$ cat src/rtl/morse_serial_receiver.sv
// morse_serial_receiver
//   Receive side of the Morse link. Samples a serial on/off key stream once per
//   unit strobe, measures mark/space run lengths, rebuilds the dot/dash pattern
//   and emits the 5-bit letter index (A=0 .. Z=25).
//
// Ports
//   clock         in   system clock
//   reset_n       in   synchronous active-low reset
//   tick          in   unit strobe, one cycle per Morse unit
//   din           in   serial key bit, sampled only when tick=1
//   letter        out  decoded index 0..25, 5'b11111 on error (holds between pulses)
//   letter_valid  out  one-cycle pulse, letter/letter_err valid
//   letter_err    out  malformed symbol, qualifies letter_valid
//   busy          out  high whenever the receiver is not idle
//   let_cnt       out  (MORSE_RX_STATS_EN) saturating count of emitted letters
//   err_cnt       out  (MORSE_RX_STATS_EN) saturating count of errored letters
//
// Optional feature: define MORSE_RX_STATS_EN to add the let_cnt/err_cnt counters.
//
// Parameters
//   GAP_UNITS  consecutive space units that terminate a letter
//   DASH_MAX   longest mark run accepted as a dash (a run of 1 is a dot)
//   RUN_W      width of the run counters; they saturate at 2^RUN_W-1.
//              GAP_UNITS must fit in RUN_W bits.

module morse_serial_receiver #(
    parameter int GAP_UNITS = 3,
    parameter int DASH_MAX  = 3,
    parameter int RUN_W     = 3
) (
    input  logic       clock,
    input  logic       reset_n,
    input  logic       tick,
    input  logic       din,
    output logic [4:0] letter,
    output logic       letter_valid,
    output logic       letter_err,
`ifdef MORSE_RX_STATS_EN
    output logic [7:0] let_cnt,
    output logic [7:0] err_cnt,
`endif
    output logic       busy
);

    typedef enum logic [1:0] {S_IDLE, S_MARK, S_SPACE} state_t;

    localparam logic [4:0] LET_BAD = 5'b11111;

    state_t           r_state,   w_state_nxt;
    logic [RUN_W-1:0] r_run,     w_run_nxt;
    logic [RUN_W-1:0] r_zcnt,    w_zcnt_nxt;
    logic [2:0]       r_elems,   w_elems_nxt;
    logic [3:0]       r_pattern, w_pattern_nxt;
    logic             r_err,     w_err_nxt;
    logic             w_emit;
    logic             w_elem;
    logic             w_bad_run;
    logic [4:0]       w_lut;

    logic [4:0]       r_letter;
    logic             r_valid;
    logic             r_lerr;

    // Reverse lookup of (element count, pattern). The pattern is built by left
    // shifts from zero, so the unused upper bits are always 0.
    function automatic logic [4:0] f_lookup(input logic [2:0] n, input logic [3:0] p);
        logic [4:0] v;
        v = LET_BAD;
        case ({n, p})
            {3'd1, 4'b0000}: v = 5'd4;   // E
            {3'd1, 4'b0001}: v = 5'd19;  // T
            {3'd2, 4'b0000}: v = 5'd8;   // I
            {3'd2, 4'b0001}: v = 5'd0;   // A
            {3'd2, 4'b0010}: v = 5'd13;  // N
            {3'd2, 4'b0011}: v = 5'd12;  // M
            {3'd3, 4'b0000}: v = 5'd18;  // S
            {3'd3, 4'b0001}: v = 5'd20;  // U
            {3'd3, 4'b0010}: v = 5'd17;  // R
            {3'd3, 4'b0011}: v = 5'd22;  // W
            {3'd3, 4'b0100}: v = 5'd3;   // D
            {3'd3, 4'b0101}: v = 5'd10;  // K
            {3'd3, 4'b0110}: v = 5'd6;   // G
            {3'd3, 4'b0111}: v = 5'd14;  // O
            {3'd4, 4'b0000}: v = 5'd7;   // H
            {3'd4, 4'b0001}: v = 5'd21;  // V
            {3'd4, 4'b0010}: v = 5'd5;   // F
            {3'd4, 4'b0100}: v = 5'd11;  // L
            {3'd4, 4'b0110}: v = 5'd15;  // P
            {3'd4, 4'b0111}: v = 5'd9;   // J
            {3'd4, 4'b1000}: v = 5'd1;   // B
            {3'd4, 4'b1001}: v = 5'd23;  // X
            {3'd4, 4'b1010}: v = 5'd2;   // C
            {3'd4, 4'b1011}: v = 5'd24;  // Y
            {3'd4, 4'b1100}: v = 5'd25;  // Z
            {3'd4, 4'b1101}: v = 5'd16;  // Q
            default:         v = LET_BAD;
        endcase
        return v;
    endfunction

    // Mark classification: 1 unit = dot, 2..DASH_MAX = dash, longer = error.
    assign w_elem    = (r_run != RUN_W'(1));
    assign w_bad_run = (32'(r_run) > DASH_MAX) || (DASH_MAX < 2 && r_run != RUN_W'(1));
    assign w_lut     = r_err ? LET_BAD : f_lookup(r_elems, r_pattern);

    always_comb begin
        w_state_nxt   = r_state;
        w_run_nxt     = r_run;
        w_zcnt_nxt    = r_zcnt;
        w_elems_nxt   = r_elems;
        w_pattern_nxt = r_pattern;
        w_err_nxt     = r_err;
        w_emit        = 1'b0;
        if (tick) begin
            case (r_state)
                S_IDLE: begin
                    if (din) begin
                        w_state_nxt   = S_MARK;
                        w_run_nxt     = RUN_W'(1);
                        w_elems_nxt   = 3'd0;
                        w_pattern_nxt = 4'd0;
                        w_err_nxt     = 1'b0;
                    end
                end
                S_MARK: begin
                    if (din) begin
                        if (!(&r_run))
                            w_run_nxt = r_run + RUN_W'(1);
                    end else begin
                        w_err_nxt = r_err | w_bad_run;
                        if (r_elems == 3'd4) begin
                            w_err_nxt = 1'b1;  // fifth element: no letter that long
                        end else begin
                            w_pattern_nxt = {r_pattern[2:0], w_elem};
                            w_elems_nxt   = r_elems + 3'd1;
                        end
                        w_state_nxt = S_SPACE;
                        w_zcnt_nxt  = RUN_W'(1);
                    end
                end
                S_SPACE: begin
                    if (din) begin
                        w_state_nxt = S_MARK;
                        w_run_nxt   = RUN_W'(1);
                    end else if (32'(r_zcnt) + 1 >= GAP_UNITS) begin
                        w_state_nxt = S_IDLE;
                        w_emit      = 1'b1;
                    end else begin
                        w_zcnt_nxt = r_zcnt + RUN_W'(1);
                    end
                end
                default: w_state_nxt = S_IDLE;
            endcase
        end
    end

    always_ff @(posedge clock) begin
        if (!reset_n) begin
            r_state   <= S_IDLE;
            r_run     <= '0;
            r_zcnt    <= '0;
            r_elems   <= '0;
            r_pattern <= '0;
            r_err     <= 1'b0;
            r_letter  <= '0;
            r_valid   <= 1'b0;
            r_lerr    <= 1'b0;
        end else begin
            r_state   <= w_state_nxt;
            r_run     <= w_run_nxt;
            r_zcnt    <= w_zcnt_nxt;
            r_elems   <= w_elems_nxt;
            r_pattern <= w_pattern_nxt;
            r_err     <= w_err_nxt;
            r_valid   <= w_emit;  // single-cycle pulse, independent of tick
            if (w_emit) begin
                r_letter <= w_lut;
                r_lerr   <= (w_lut == LET_BAD);
            end
        end
    end

    assign letter       = r_letter;
    assign letter_valid = r_valid;
    assign letter_err   = r_lerr;
    assign busy         = (r_state != S_IDLE);

`ifdef MORSE_RX_STATS_EN
    logic [7:0] r_let_cnt;
    logic [7:0] r_err_cnt;

    always_ff @(posedge clock) begin
        if (!reset_n) begin
            r_let_cnt <= '0;
            r_err_cnt <= '0;
        end else if (r_valid) begin
            if (r_let_cnt != 8'hff)
                r_let_cnt <= r_let_cnt + 8'd1;
            if (r_lerr && r_err_cnt != 8'hff)
                r_err_cnt <= r_err_cnt + 8'd1;
        end
    end

    assign let_cnt = r_let_cnt;
    assign err_cnt = r_err_cnt;
`endif

endmodule

$ cat config.mk
export PLATFORM = sky130hd
export DESIGN_NAME = morse_serial_receiver
export DESIGN_NICKNAME = d
export VERILOG_FILES = /design/src/rtl/morse_serial_receiver.sv
export SDC_FILE = /design/constraint.sdc
export NUM_CORES = 1
export LEC_CHECK = 0
export CAP_MARGIN = 20
export CORE_ASPECT_RATIO = 0.75
export CORE_UTILIZATION = 50
export DETAILED_ROUTE_END_ITERATION = 6
export HOLD_SLACK_MARGIN = 0.05
export PLACE_DENSITY = 0.69
export SLEW_MARGIN = 30
export SYNTH_ARGS = -nofsm -noshare
export SYNTH_HDL_FRONTEND = slang
export SYNTH_SLANG_ARGS = --single-unit
$ cat constraint.sdc
create_clock -name clock -period 3.3 [get_ports clock]
set_input_delay 0.825 -clock clock [delete_from_list [all_inputs] [get_ports clock]]
set_output_delay 0.825 -clock clock [all_outputs]
set_load 0.05 [all_outputs]
==> flow_summary.yaml <==
outcome:
  status: "completed"
global_route:
  grt_pass1_wl_mm: 7.42
  grt_overflow: 0
  grt_max_degree: 18
  antenna_found_initial: 0
  groute.usage.overall_pct: 25.1
  grt_pass1_vias: 1552
timing:
  worst_pin_slew_ns: 0.559
  final_hold_viol_count: 0
  min_period_over_period_pct: 89.0
  slew_viol_final: 0
  fmax_ghz: 0.341
  skew_ns: 0.00554
  rsz0062_at_grt: "false"
  setup_violations: 0
  final.min_clock_period_ns: 2.94
  relSlewSlack_pct: 62.7
  totalNegativeSetupSlack_ns: 0
power:
  total_power_uw: 712
  total_leakage_power_nw: 0.863
  power.density_cell_area_nw_per_um2: 330
  ir_drop_mv: 0.187
setup_path:
  crit_path_top_delay_cell: "clkdlybuf4s50_1"
  cp_top_family: "simple AND/OR/NAND/NOR gates"
  crit_arrival_ns: 3.10
  setup.worst_path.start: "din"
  cp_max_fo: 6
  crit_required_ns: 3.46
  worstSetupStartpointType: "input port"
  r2r_slack_ns: 0.59
  crit_chain: "clkdlybuf4s50_1 -> and4bb_1 -> a211o_1 -> o21a_4 -> nand2_4 -> ha_1 -> nand3_1 -> mux2_2 -> nor4_1 -> a211oi_1"
  worst-path-buf-inv: 1
  crit_type: "in -> reg"
  r2r_start: "r_elems[0]"
  cp-end-kind: "register"
  critPathMaxStageDelay_ns: 0.54
yosys:
  ys_ff_latch: 28
  synthCells: 217
  synthDominantCellAreaShare_pct: 30.1
  async_flop_share_pct: 0
  synth_edf_count: 0
  syn_avg_cell_area_um2: 8.58
  yosys-top-cells-area: "dfxtp_1, ha_1, a21oi_1, nand3_1, nor3_1"
  ys_types: 56
  syn_area_um2: 1860
  yosysWarnings: 0
  synth_ff_type: "dfxtp_1"
  seq_area_frac_synth_pct: 30.1
  yosysTopAreaCell: "dfxtp_1"
  syn_nets: 235
place:
  routabilityCongestion: 0.894
  portBuffers: 11
  dp_hpwl_mm: 3.51
  placed_cell_area_um2: 2080
route:
  dr.pass1.iters: 5
  ant_nets: 0
  drc_errors: 0
  drtIter0Drc: 91
  vias: 1724
  totalWireLength_mm: 4.55
  viasPerCell: 6.03
  wl_per_cell_um: 15.9
floorplanning:
  num_rows: 18
  io_pins: 12
  core_area_um2: 3420
  initial_core_util_pct: 54.4
  die_h_um: 54.8
  dieArea_um2: 3970
  die_x_um: 72.5
final_layout:
  final_cell_mix: "dfxtp_1, inv_1, ha_1, buf_4"
  area_delta_synth_final_pct: 15.7
  nNetsFinal: 255
  design_area_um2: 2150
  mostFrequentLayoutCell: "dfxtp_1"
  drive_above_1_share_pct: 14.0
  diodes: 0
clocking:
  clock-sinks: 28
  cts-htree-levels: 1
  cts_root_buffer: "clkbuf_8"
  cts_buffer_depth: 2
  clock_latency_ns: 0.28
  cts_tree: "done"
  cts-resized-gates: 0
  clk_pin_slew_ns: 0.10
  cts_setup_buffers: 0
  hold_buffers: 0
  cts_inserted_buffers: 3
worst_hold_path:
  min_path_type: "reg -> reg"
  hold_start: "r_run[2]"
job:
  max_cap_violations: 0
## worst reg2reg max path: cells and delay by family (launching register included)
| family | cells | cell delay, ns |
|---|---|---|
| fa+ha+maj | 2 | 0.50 |
| compound gates | 3 | 0.63 |
| buf+inv | 1 | 0.20 |
| simple gates | 3 | 0.52 |
| mux | 1 | 0.27 |
| flops | 1 | 0.48 |
## report_power, final
part	total, mW	switching, mW	internal (mW)
clock network	0.272	0.109	0.163
registers	0.350	0.00750	0.343
logic	0.0900	0.0497	0.0404
## per-stage QoR
step / setup slack [ns] / hold WS (ns) / cells / util [%]
finish: 0.364 / 0.493 / 286 / 62.9
global route: 0.180 / 0.516 / 286 / 62.9
CTS: 0.394 / 0.499 / 286 / 62.9
detailed placement: 0.112 / 0.483 / 282 / 60.9
global placement: 0.102 / 0.473 / 282 / 60.9
floorplan: 0.626 / 0.462 / 217 / -
## synthesized netlist by cell type (2+ instances only)
cell type and instances:
o21ai_1 3, a21oi_1 13, ha_1 14, a31oi_1 8, o211ai_1 5, a211oi_1 3
nor2_1 9, o31ai_1 3, nor2b_1 3, and3_1 4, nand3_1 13, and2_1 3
nor3_1 13, clkbuf_1 5, a21o_1 2, a32oi_1 2, buf_6 2, o21ai_0 7
or2_2 2, xnor2_1 2, or3_1 2, nor4_1 2, nand2b_1 6, dfxtp_1 28
buf_2 3, inv_1 14, o22ai_1 3, nand2_1 13, mux2i_1 3
## cell type report
cell class | instances | area, um^2
inverter | 16 | 62.6
clock buffer | 3 | 41.3
clock inverter | 1 | 30.0
timing repair buffer | 25 | 215
fill | 304 | 1270
tap | 50 | 62.6
sequential | 28 | 561
multi-input combinational | 163 | 1180
## worst paths after layout
| kind | endpoint | cells after the start |
|---|---|---|
| max | register | 10 |
| min | r_run[2] | 2 |
| min reg2reg | r_run[2] | 2 |
| max reg2reg | register | 10 |
## per-layer routing
layer	up-vias	part of all wire (%)	GRT usage [%]
met5	-	0	0
met4	0	0.66	7.52
met3	6	6.4	4.05
met2	70	44	40.5
met1	809	49	34.8
li1	839	-	-
## cell families (layout without fill, tap and decap cells)
family	count (synthesis)	in the layout	synth area share, %
XOR/XNOR	2	2	0.941
AND/OR/NAND/NOR	78	78	24.4
multiplexers	4	4	2.22
buffers and inverters	26	45	6.38
AO/OA/AOI/OAI	65	65	26.5
flip-flops	28	28	30.1
adder cells (fa/ha/maj)	14	14	9.41
Note: power is estimated with default switching activity, not from simulation.
==> RTL change 1: new RTL, same settings <==
Add a define of `MORSE_RX_STATS_EN`.
--- a/src/rtl/morse_serial_receiver.sv
+++ b/src/rtl/morse_serial_receiver.sv
@@ -23,4 +23,6 @@
 //   RUN_W      width of the run counters; they saturate at 2^RUN_W-1.
 //              GAP_UNITS must fit in RUN_W bits.
+
+`define MORSE_RX_STATS_EN
 
 module morse_serial_receiver #(
Formal check against the unedited RTL (old outputs only; new: err_cnt and let_cnt): equivalent (equiv_simple and equiv_induct, registers matched by name and starting in step).
==> RTL change 1 against the original RTL <==
  * Synthesized area rose by 42%
  * Sequential cell count grew 16
  * Power is 49% higher
  * Clock skew grew 0.0012 ns
  * Final area up 47%
  * Clock power up 58%
  * Sequential share of layout area grew 1.9 points
  * Count of clock-buffer cells in the layout grew 2
  * Worst setup slack worse by 0.0034 ns
  * Wire length up 41%
  * Combinational power fell by 3.0%
==> RTL change 1: results (changes against the original RTL) <==
===============================================================================================
Run status ....................................................................... complete, no violations   unchanged
Leading post-synthesis cells by instance count ................................... 44 x sky130_fd_sc_hd__dfxtp_1, 31 x sky130_fd_sc_hd__nor2_1, 23 x sky130_fd_sc_hd__nand2_1, 21 x sky130_fd_sc_hd__a21oi_1   was 28 x sky130_fd_sc_hd__dfxtp_1, 14 x sky130_fd_sc_hd__ha_1, 14 x sky130_fd_sc_hd__inv_1
Cells taking the most area after synthesis ....................................... sky130_fd_sc_hd__dfxtp_1 33%, sky130_fd_sc_hd__ha_1 7.6%, sky130_fd_sc_hd__nor2_1 4.4%   was sky130_fd_sc_hd__dfxtp_1 30%, sky130_fd_sc_hd__ha_1 9.4%, sky130_fd_sc_hd__a21oi_1 3.5%
Worst slew margin relative to its limit ..........................................        0.524   was 0.627
Sequential fraction of the synthesis area ........................................        0.334   was 0.301
Count of placed standard cells in the final layout, fillers left out .............          423   was 286
Net count after synthesis ........................................................          333   was 235
Clock Skew .......................................................................   0.00671 ns   was 0.00554 ns
Worst Setup Path Type ............................................................ primary input to flop   unchanged
Cts bufs inserted ................................................................            5   was 3
Logic depth of the worst register-to-register path ...............................           11   was 10
Pre-CTS setup slack ..............................................................    0.0762 ns   was 0.112 ns
Net count reported at finish .....................................................          370   was 255
Post-Synthesis Mean Instance Area ................................................     8.42 µm²   was 8.58 µm²
HPWL Detailed ....................................................................      4.69 mm   was 3.51 mm
Cell-internal power ..............................................................     0.797 mW   was 0.545 mW
Number of DRC markers in iteration 0 .............................................          176   was 91
Leakage dissipation ..............................................................      1.18 nW   was 0.863 nW
Peak supply drop .................................................................     0.163 mV   was 0.187 mV
Delay contributed by the slowest stage of the critical path ......................      0.62 ns   was 0.54 ns
First-pass GRT wire length .......................................................      10.7 mm   was 7.42 mm
Antenna diodes ...................................................................            0   unchanged
Maximum number of pins on one net before global-route repair .....................           22   was 18
CTS root buf ..................................................................... sky130_fd_sc_hd__clkbuf_8   unchanged
Setup bufs post-CTS ..............................................................            0   unchanged
Fraction of final layout cells sized beyond drive strength 1 .....................        0.134   was 0.140
Port Buf Inserts .................................................................           27   was 11
Gr usage total ...................................................................        0.246   was 0.251
H-tree depth .....................................................................            2   was 1
Count of buffer and inverter cells on the critical path ..........................            1   unchanged
Via count of the first global-routing pass .......................................        2,286   was 1,552
Final Critical Period ............................................................      2.94 ns   about the same
Delay-heaviest family, CP ........................................................ compound AO/OA/AOI/OAI gates   was simple AND/OR/NAND/NOR gates
Routed WL per cell ...............................................................      15.2 µm   was 15.9 µm
Clock input transition at the sequential cells of the worst setup and hold paths .      0.09 ns
Starting Density .................................................................        0.529   was 0.544
Via count normalized by instance count ...........................................         5.72   was 6.03
Max FO, Critical Path ............................................................            8   was 6
Arrival time of the worst setup path .............................................      3.12 ns   was 3.10 ns
Synth cell types .................................................................           66   was 56
===============================================================================================
[RTL change 1: kinds of logic (layout without fill, tap and decap cells)]
group,Yosys count,in the layout,share of synthesized area
simple gates,122,122,0.245
mux,3,3,0.0114
buf+inv,29,67,0.0489
fa+ha+maj,16,16,0.0759
xor+xnor,13,13,0.0432
compound gates,86,86,0.241
flops,44,44,0.334
[RTL change 1: metrics by stage]
stage          power (mW)  area (µm²)  hold WS [ns]
3_5_place_dp        0.640        3040         0.492
2_1_floorplan       0.611        2640         0.470
4_1_cts              1.07        3160         0.507
6_report             1.06        3160         0.500
3_3_place_gp        0.639        3040         0.489
5_1_grt              1.10        3160         0.545
[RTL change 1: worst paths after layout]
path	startpoint	to	slack (ns)
max	din	flop	0.36
min	letter[1]	letter[1]	0.50
max reg2reg	r_elems[0]	flop	0.59
min reg2reg	letter[1]	letter[1]	0.50
[RTL change 1: area by class of cell]
cell class	count	area (µm²)
multi-input cells	240	1630
repair buffers	42	383
inverters	17	63.8
clock inverters	3	46.3
well taps	72	90.1
clock buffers	5	68.8
flip-flops and latches	44	881
fillers	448	1820
[RTL change 1: power groups by stage]
stage	logic, mW	clock network [mW]	registers [mW]
after floorplan	0.0606	0	0.550
after global placement	0.0844	0	0.555
after CTS	0.0859	0.437	0.542
final	0.0873	0.430	0.543
after detailed placement	0.0848	0	0.555
after global routing	0.0958	0.464	0.544
[RTL change 1: per-layer routing]
metal / track usage / part of all wire / wire length, µm
met1: 0.348 / 0.49 / 3180
met5: 0 / 0 / 0
met4: 0.0563 / 0.0096 / 62
met2: 0.383 / 0.43 / 2740
met3: 0.0548 / 0.070 / 449
==> RTL change 2: new RTL, same flow settings <==
Without the edit above. The 3 states of `state_t` get a one-hot encoding in 3 bits.
--- a/src/rtl/morse_serial_receiver.sv
+++ b/src/rtl/morse_serial_receiver.sv
@@ -43,5 +43,5 @@
 );
 
-    typedef enum logic [1:0] {S_IDLE, S_MARK, S_SPACE} state_t;
+    typedef enum logic [2:0] {S_IDLE = 3'b001, S_MARK = 3'b010, S_SPACE = 3'b100} state_t;
 
     localparam logic [4:0] LET_BAD = 5'b11111;
Function: no difference found for any inputs over 10 cycles, from zero or initial values and one cycle with reset_n low; not proved beyond that.
==> RTL change 2 against the original RTL <==
  * Non-clock buffer count is 5 higher
  * Synthesized area grew 6.7%
  * Via count rose by 11%
  * Die area grew 6.4%
  * Combinational power shrank 26%
  * Sequential cell count rose by 1
  * Wire length grew 12%
  * Worst setup slack got worse by 0.12 ns
  * Worst hold slack improved by 0.010 ns
  * Final area rose by 8.5%
  * Power up 15%
  * Core utilization is 0.28 points lower
  * First-iteration DRC count is 130% higher
  * Critical path depth is the same
  * Critical path type unchanged
==> RTL change 2: results (changes against the original RTL) <==
===============================================================================================
Run status ....................................................................... complete, no violations   unchanged
Routed WL per cell ...............................................................      16.1 µm   was 15.9 µm
First-pass GRT wire length .......................................................      8.57 mm   was 7.42 mm
Final GP Congestion ..............................................................        0.912   was 0.894
Clock input transition at the sequential cells of the worst setup and hold paths .      0.07 ns   was 0.10 ns
FF-to-FF setup slack .............................................................      0.54 ns   was 0.59 ns
Fraction of synthesized area in multiplexers .....................................       0.0158   was 0.0222
Period Utilization, post-route ...................................................        0.926   was 0.890
Leading post-synthesis cells by instance count ................................... 29 x sky130_fd_sc_hd__dfxtp_1, 18 x sky130_fd_sc_hd__nor3_1, 15 x sky130_fd_sc_hd__ha_1, 15 x sky130_fd_sc_hd__nor2_1, 14 x sky130_fd_sc_hd__inv_1   was 28 x sky130_fd_sc_hd__dfxtp_1, 14 x sky130_fd_sc_hd__ha_1, 14 x sky130_fd_sc_hd__inv_1
Arrival time of the worst setup path .............................................      3.20 ns   was 3.10 ns
Total placed instance area .......................................................     2220 µm²   was 2080 µm²
Cts bufs inserted ................................................................            5   was 3
Post-Synthesis Mean Instance Area ................................................     8.31 µm²   was 8.58 µm²
Synthesized-area fraction occupied by ao, oa, aoi and oai cells ..................        0.267   was 0.265
Synth cell types .................................................................           63   was 56
Fraction of final layout cells sized beyond drive strength 1 .....................        0.163   was 0.140
Share of synthesized cell area in full adder, half adder and majority cells ......       0.0945   was 0.0941
Cells taking the most area after synthesis ....................................... sky130_fd_sc_hd__dfxtp_1 29%, sky130_fd_sc_hd__ha_1 9.5%, sky130_fd_sc_hd__nor3_1 4.5%   was sky130_fd_sc_hd__dfxtp_1 30%, sky130_fd_sc_hd__ha_1 9.4%, sky130_fd_sc_hd__a21oi_1 3.5%
Worst hold path endpoint .........................................................    r_zcnt[2]   was r_run[2]
Instance count after placement with tap cells included ...........................          308   was 282
Crit path max-delay cell type .................................................... sky130_fd_sc_hd__or4b_4   was sky130_fd_sc_hd__clkdlybuf4s50_1
Via count normalized by instance count ...........................................         6.03   about the same
Worst hold path stage count ......................................................            1   was 2
Maximum number of pins on one net before global-route repair .....................           22   was 18
Cell-internal power ..............................................................     0.625 mW   was 0.545 mW
Power dissipated in the clock network ............................................     0.392 mW   was 0.272 mW
Peak supply drop .................................................................     0.225 mV   was 0.187 mV
Total Power Consumption ..........................................................     0.818 mW   was 0.712 mW
Start point of the worst hold path ...............................................    r_zcnt[2]   was r_run[2]
Max FO, Critical Path ............................................................            3   was 6
Net count after synthesis ........................................................          258   was 235
Logic depth of the worst register-to-register path ...............................           11   was 10
Top contributor to total power ................................................... the clock network   was sequential cells
===============================================================================================
-- RTL change 2: cell count changes after synthesis, moves of 4 or more --
cell | unedited run | this run
sky130_fd_sc_hd__nor2_1 | 9 | 15
sky130_fd_sc_hd__a31oi_1 | 8 | 4
sky130_fd_sc_hd__nor2b_1 | 3 | 7
sky130_fd_sc_hd__buf_4 | 0 | 4
sky130_fd_sc_hd__nor3_1 | 13 | 18
sky130_fd_sc_hd__o211ai_1 | 5 | 1
-- RTL change 2: area by class of cell --
cell class                      count  area (µm²)
Multi-Input combinational cell    182        1270
Sequential cell                    29         581
Clock inverter                      1        30.0
Inverter                           15        56.3
Tap cell                           52        65.1
Timing Repair Buffer               30         253
Fill cell                         339        1390
Clock buffer                        7        86.3
-- RTL change 2: metal layers --
metal	vias to the layer above	GRT usage	part of all wire
li1	936	-	-
met2	83	0.366	0.39
met4	0	0.113	0.017
met1	879	0.423	0.50
met3	8	0.0610	0.092
met5	-	0	0
